**config.mk**
```make
export PLATFORM = sky130hd
export DESIGN_NAME = uart_rx_byte
export DESIGN_NICKNAME = d
export VERILOG_FILES = /design/src/rtl/uart_rx_byte.sv
export SDC_FILE = /design/constraint.sdc
export NUM_CORES = 1
export LEC_CHECK = 0
export BUFFER_PORTS_ARGS = -buffer_cell sky130_fd_sc_hd__buf_2
export CORE_MARGIN = 2
export CORE_UTILIZATION = 58
export DETAILED_ROUTE_END_ITERATION = 10
export PLACE_DENSITY = 0.78
export SETUP_SLACK_MARGIN = 0.05
export SYNTH_ARGS = -nofsm -noshare
export SYNTH_HDL_FRONTEND = slang
export SYNTH_SLANG_ARGS = --single-unit
```
**constraint.sdc**
```tcl
create_clock -name clk12m -period 2.5 [get_ports clk12m]
set_input_delay 0.5 -clock clk12m [delete_from_list [all_inputs] [get_ports clk12m]]
set_output_delay 0.5 -clock clk12m [all_outputs]
set_load 0.01 [all_outputs]
```
**src/rtl/uart_rx_byte.sv**
```systemverilog
// 8N1 UART receiver: two-flop synchronizer, mid-bit sampling FSM,
// one-cycle byte strobe, framing-error pulse and break hold-off.
module uart_rx_byte #(
    parameter int CLKS_PER_BIT = 104,
    parameter int CNT_W        = 12
) (
    input  logic       clk12m,
    input  logic       rst_n,
    input  logic       rx_serial,
    output logic [7:0] rx_data,
    output logic       rx_data_rdy,
    output logic       framing_err,
    output logic       rx_busy
);

    typedef enum logic [2:0] {
        S_IDLE,
        S_START,
        S_DATA,
        S_STOP,
        S_BREAK
    } state_t;

    localparam logic [CNT_W-1:0] HALF_M1 = CNT_W'(CLKS_PER_BIT / 2 - 1);
    localparam logic [CNT_W-1:0] FULL_M1 = CNT_W'(CLKS_PER_BIT - 1);
    localparam logic [CNT_W-1:0] CNT_ONE = CNT_W'(1);

    logic             r_sync1;
    logic             r_sync2;
    state_t           r_state;
    logic [CNT_W-1:0] r_clk_cnt;
    logic [2:0]       r_bit_cnt;
    logic [7:0]       r_shift;
    logic [7:0]       r_data;
    logic             r_rdy;
    logic             r_ferr;
    logic             r_busy;

    logic             w_rx_s;
    state_t           w_state_nxt;
    logic [CNT_W-1:0] w_clk_nxt;
    logic [2:0]       w_bit_nxt;
    logic [7:0]       w_shift_nxt;
    logic [7:0]       w_data_nxt;
    logic             w_rdy_nxt;
    logic             w_ferr_nxt;
    logic             w_half_hit;
    logic             w_full_hit;

    assign w_rx_s     = r_sync2;
    assign w_half_hit = (r_clk_cnt == HALF_M1);
    assign w_full_hit = (r_clk_cnt == FULL_M1);

    always_ff @(posedge clk12m or negedge rst_n) begin
        if (!rst_n) begin
            r_sync1 <= 1'b1;
            r_sync2 <= 1'b1;
        end else begin
            r_sync1 <= rx_serial;
            r_sync2 <= r_sync1;
        end
    end

    always_ff @(posedge clk12m or negedge rst_n) begin
        if (!rst_n) begin
            r_state   <= S_IDLE;
            r_clk_cnt <= '0;
            r_bit_cnt <= '0;
            r_shift   <= '0;
            r_data    <= '0;
            r_rdy     <= 1'b0;
            r_ferr    <= 1'b0;
            r_busy    <= 1'b0;
        end else begin
            r_state   <= w_state_nxt;
            r_clk_cnt <= w_clk_nxt;
            r_bit_cnt <= w_bit_nxt;
            r_shift   <= w_shift_nxt;
            r_data    <= w_data_nxt;
            r_rdy     <= w_rdy_nxt;
            r_ferr    <= w_ferr_nxt;
            r_busy    <= (w_state_nxt != S_IDLE);
        end
    end

    always_comb begin
        w_state_nxt = r_state;
        w_clk_nxt   = r_clk_cnt;
        w_bit_nxt   = r_bit_cnt;
        w_shift_nxt = r_shift;
        w_data_nxt  = r_data;
        w_rdy_nxt   = 1'b0;
        w_ferr_nxt  = 1'b0;
        unique case (r_state)
            S_IDLE: begin
                if (!w_rx_s) begin
                    w_state_nxt = S_START;
                    w_clk_nxt   = '0;
                    w_bit_nxt   = '0;
                end
            end
            S_START: begin
                // Mid-start-bit recheck rejects short glitches.
                if (w_half_hit) begin
                    w_clk_nxt   = '0;
                    w_state_nxt = w_rx_s ? S_IDLE : S_DATA;
                end else begin
                    w_clk_nxt = r_clk_cnt + CNT_ONE;
                end
            end
            S_DATA: begin
                if (w_full_hit) begin
                    w_clk_nxt   = '0;
                    w_shift_nxt = {w_rx_s, r_shift[7:1]};
                    if (r_bit_cnt == 3'd7) begin
                        w_bit_nxt   = '0;
                        w_state_nxt = S_STOP;
                    end else begin
                        w_bit_nxt = r_bit_cnt + 3'd1;
                    end
                end else begin
                    w_clk_nxt = r_clk_cnt + CNT_ONE;
                end
            end
            S_STOP: begin
                if (w_full_hit) begin
                    w_clk_nxt = '0;
                    if (w_rx_s) begin
                        w_data_nxt  = r_shift;
                        w_rdy_nxt   = 1'b1;
                        w_state_nxt = S_IDLE;
                    end else begin
                        w_ferr_nxt  = 1'b1;
                        w_state_nxt = S_BREAK;
                    end
                end else begin
                    w_clk_nxt = r_clk_cnt + CNT_ONE;
                end
            end
            S_BREAK: begin
                if (w_rx_s) begin
                    w_state_nxt = S_IDLE;
                end
            end
            default: begin
                w_state_nxt = S_IDLE;
                w_clk_nxt   = '0;
                w_bit_nxt   = '0;
            end
        endcase
    end

    assign rx_data     = r_data;
    assign rx_data_rdy = r_rdy;
    assign framing_err = r_ferr;
    assign rx_busy     = r_busy;

endmodule

```
---- Word-level counts from Yosys, hierarchy flattened ----
Cells that the tools add are included.
W data, S select, Z words.
storage, ports and cells
  output and inout port bits .............. 11
  bits in registers ....................... 39
  word-level logic and storage cells ...... 54
cells by class
  muxes and demuxes ....................... 23
  reductions and logical operators ........ 8
  $add $sub $neg .......................... 2
  equality and inequality tests ........... 9
  bitwise operators ....................... 2
operators with widths
  cell                     number
  $pmux W12 S4             1
  $mux W12                 3
  $mux W3                  10
  $pmux W3 S5              1
  $add A12 B1 Y12 const B  1
  $eq A12 B6 Y1 const B    1
  $eq A12 B7 Y1 const B    1
  $pmux W3 S3              1
  $eq A3 B2 Y1 const B     2
  $eq A3 B3 Y1 const B     2
  $mux W1                  6
  $reduce_and A3 Y1        2
  $ne A2 B2 Y1 const B     2
  $reduce_and A2 Y1        2
  $add A3 B1 Y3 const B    1
  $eq A3 B1 Y1 const B     1
  $logic_not A3 Y1         1
  $reduce_bool A3 Y1       1
  $reduce_or A3 Y1         1
  $mux W2                  1
  $not A1 Y1               2
  $reduce_or A2 Y1         1

---- Longest topological paths before layout ----
  word-level depth ........................ 5
  mapped depth ............................ 7

---- Worst setup path after synthesis ----
OpenSTA, ideal clock, no wires.
  path kind ............................... reg-to-reg
  from .................................... reg r_clk_cnt[0]
  to ...................................... reg r_shift[0]
  setup slack ............................. 244 ps
  arrival time ............................ 2,131 ps
  clock period less this slack ............ 2,256 ps
  cell stages (with the launch flop) ...... 7
  required time ........................... 2,375 ps
  path through ............................ dfrtp_1 -> ha_1 -> nand4b_1 -> or3b_2 -> or4_1 -> buf_2 -> mux2_2
between the ends
  longest elaborated chain between the ends .. 2
ends and longest elaborated chain
  element                             RTL line  text
  start: declaration                  31        logic [CNT_W-1:0] r_clk_cnt;
  start signal: assignment            76        r_clk_cnt <= w_clk_nxt;
  $eq A12 B7 Y1                       52        assign w_full_hit = (r_clk_cnt == FULL_M1);
  $reduce_and A2 Y1 (no source line)  --
  end signal: assignment              78        r_shift <= w_shift_nxt;
  end: declaration                    33        logic [7:0] r_shift;
Every way passes these cells.
A chain may end at the register's enable or synchronous reset.

---- Worst setup path in the final report ----
  from .................................... reg r_clk_cnt[8]
  to ...................................... reg r_busy, in the netlist rx_busy
between the ends
  longest elaborated chain between the ends .. 4
ends and longest elaborated chain
  element                                         RTL line       text
  $eq A12 B7 Y1 or $eq A12 B6 Y1 (tied branches)  52, 51
  $mux W3 (on tied branches)                      126, 104, 112
  $pmux W3 S5 (*)                                 94             unique case (r_state)
  named net w_state_nxt[0]                        40             state_t w_state_nxt;
  $reduce_bool A3 Y1 (*)                          82             r_busy <= (w_state_nxt != S_IDLE);
  end signal: assignment                          82
  end: declaration                                37             logic r_busy;
Mark *: on every way through the listed nets, which the timed path passes. The rest lies on a longest branch.

==> results.yml <==
global_route:
  antenna_found_initial: 0
  overflow: 0
  grt_max_degree: 40
  grt_usage_pct: 21.40
  grt_pass1_wl_um: 5492
  grt_pass1_vias: 1238
timing:
  fin_setup_tns_ns: 0
  rsz0062_at_grt: "false"
  finalClockSkew_ns: 0.01057
  hold_viol_final: 0
  slew_headroom_pct: 45.33
  setup_viol: 0
  max_freq_mhz: 426.8
  final-max-slew-violation-count: 0
  period_share_pct: 93.72
  tightest_slew_ns: 0.8201
  period_minus_slack_ns: 2.343
setup_path:
  endpoint_kind: "flop"
  path_delay_family: "simple AND/OR/NAND/NOR gates"
  cp.arrival_ns: 2.58
  crit_path_cell_trace: "or4_1 > nor4_1 > a21oi_1 > a22o_1 > or3_1"
  worstPathRequired_ns: 2.74
  slowest_delay_ns: 0.66
  crit_slowest_cell: "or4_1"
  cp-start-kind: "flop"
  cp_max_fo: 6
  path_class: "flop to flop"
  path_buf_inv: 0
logic_synthesis:
  synth_cell_types: 41
  synth_largest_area_cell: "dfrtp_1"
  syn-instance-count: 153
  synth_area_um2: 1759
  ys_warn_count: 0
  syn-num-nets: 159
  synth_area_leaders: "dfrtp_1 53%, mux2_2 9.6%, dfstp_2 3.0%"
  synth-seq-cells: 39
  avgSynthCellArea_um2: 11.50
  synth_top_cell_area_share_pct: 52.63
  seq_area_frac_synth_pct: 55.62
route:
  top_layer_used: "met4"
  drc_errors: 0
  drt-met1-wl_um: 1389
  ant_nets: 0
  viasPerCell: 6.357
  dr_wl_met3_um: 193
  vias: 1316
  met2WireLength_um: 1770
  wl_per_cell_um: 16.50
  dr.pass1.iters: 4
  drtIter0Drc: 43
  wl_um: 3415
cts:
  root_buffer: "clkbuf_4"
  cts_tree: "built"
  hold_buffers: 0
  clock-sinks: 39
  clk_latency_ns: 0.34
  cts_max_level: 2
  numCtsBuffers: 5
  clk_pin_slew_ns: 0.11
  cts_max_path_buffers: 2
cells_and_area:
  post-route-util_pct: 70.72
  num-nets-final: 181
  area_growth_pct: 13.73
  fill_cells: 212
  layout_common_cells: "37 x dfrtp_1, 15 x mux2_2, 13 x buf_2"
  final_layout_size_suffix_gt1_share_pct: 28.41
  layout_commonest_cell: "dfrtp_1"
  diodes: 0
floorplan:
  start_util_pct: 62.18
  die_x_um: 59.08
  rows: 19
  io_pins: 14
  coreArea_um2: 2829
  fp.dieArea_um2: 3490
  die_h_um: 59.08
hold_path:
  hold_class: "primary input to async pin"
job:
  maxCapViolations: 0
power:
  p_leak_nw: 0.9772
  peakVddDrop_v: 0.0003591
  powerDensity_nw_per_um2: 541.6
place:
  place.gp.congestion: 0.9222
  dp_hpwl_um: 2346
  port_buffers: 13
outcome:
  status: "completed"
-- per-stage QoR --
step | instances | hold WS [ns] | power (mW) | cell area, µm² | worst slack (ns)
floorplan | 153 | 0.2044 | 0.6480 | 1759 | 0.2442
detailed placement | 196 | 0.3520 | 0.6621 | 1868 | 0.06604
global route | 207 | 0.2327 | 1.124 | 2001 | 0.07196
finish | 207 | 0.2347 | 1.083 | 2001 | 0.1571
CTS | 206 | 0.2421 | 1.096 | 1969 | 0.05747
global placement | 196 | 0.3465 | 0.6611 | 1868 | 0.1598
-- cells in the mapped netlist --
master    count
a21o_1        1
a21oi_1       7
a22o_1        5
a311oi_1      1
a31o_2        1
buf_2         1
clkbuf_1      2
clkbuf_2      1
dfrtp_1      37
dfstp_2       2
ha_1          3
inv_1         8
mux2_2       15
mux2i_1       1
nand2_1      12
nand3_1       6
nand3b_1      1
nand4_1       2
nand4b_1      1
nor2_1        5
nor2b_1       1
nor3_1        4
nor3_4        1
nor3b_1       1
nor4_1        1
o211ai_1      2
o21a_1        1
o21ai_0       9
o21ai_1       1
o221ai_1      1
o311ai_0      2
o31a_1        1
o31ai_1       3
o41ai_1       1
or3_1         5
or3_4         1
or3b_1        1
or3b_2        1
or4_1         2
or4bb_1       1
xor2_1        1
-- worst register-to-register path, stage by stage, from the launching register on --
cell and delay [ns]:
dfrtp_1 0.43, or4_1 0.66, nor4_1 0.44, a21oi_1 0.09
a22o_1 0.26, or3_1 0.37
-- state kept, by name, summed over array words and instances, names as in the netlist --
signal       cells
rx_data_rdy      1
r_state          3
r_bit_cnt        3
r_sync2          1
r_sync1          1
r_shift          8
framing_err      1
r_clk_cnt       12
rx_data          8
rx_busy          1
-- layer usage --
layer  up-vias  global-route usage (%)
li1        609                       -
met1       650                   25.18
met2        48                   36.67
met3         9                   6.114
met4         0                   8.766
met5         -                       0
-- layout make-up --
type | count | area [µm²] | share of cell area (%)
Tap cell | 31 | 38.79 | 1.939
Clock inverter | 2 | 35.03 | 1.751
Inverter | 8 | 30.03 | 1.501
Timing Repair Buffer | 19 | 122.6 | 6.129
Multi-Input combinational cell | 102 | 744.5 | 37.21
Clock buffer | 6 | 51.30 | 2.564
Sequential cell | 39 | 978.4 | 48.91
-- cell families after synthesis --
| kind of cell | Yosys count | synth area share, % |
|---|---|---|
| compound gates | 36 | 13.80 |
| xor+xnor | 1 | 0.4980 |
| fa+ha+maj | 3 | 2.134 |
| buf+inv | 12 | 2.702 |
| flops | 39 | 55.62 |
| mux | 16 | 10.17 |
| simple gates | 46 | 15.08 |
-- power by group --
part | total, mW | internal, mW | leakage, nW | switching [mW]
clock | 0.434 | 0.236 | 0.0482 | 0.198
sequential | 0.635 | 0.634 | 0.518 | 0.00144
combinational | 0.0143 | 0.00127 | 0.411 | 0.0130
total | 1.08 | 0.871 | 0.977 | 0.212
-- timing repair --
item,in CTS,in global routing
setup endpoints to repair,1,17
pin swaps,0,2
buffers inserted,2,1
gates resized for setup,0,2
-- worst paths after layout --
path,startpoint,to,slack (ns),cells past startpoint
worst max-delay path,r_clk_cnt[8],rx_busy,0.16,5
worst min register to register,r_sync1,r_sync2,0.36,0
worst min-delay path,rst_n,r_bit_cnt[2],0.23,1
worst max register to register,r_clk_cnt[8],rx_busy,0.16,5
min in group clk12m,rx_serial,r_sync1,0.26,1
max in group asynchronous,rst_n,rx_data[6],1.75,1
Power figures use the tool's default switching activity.
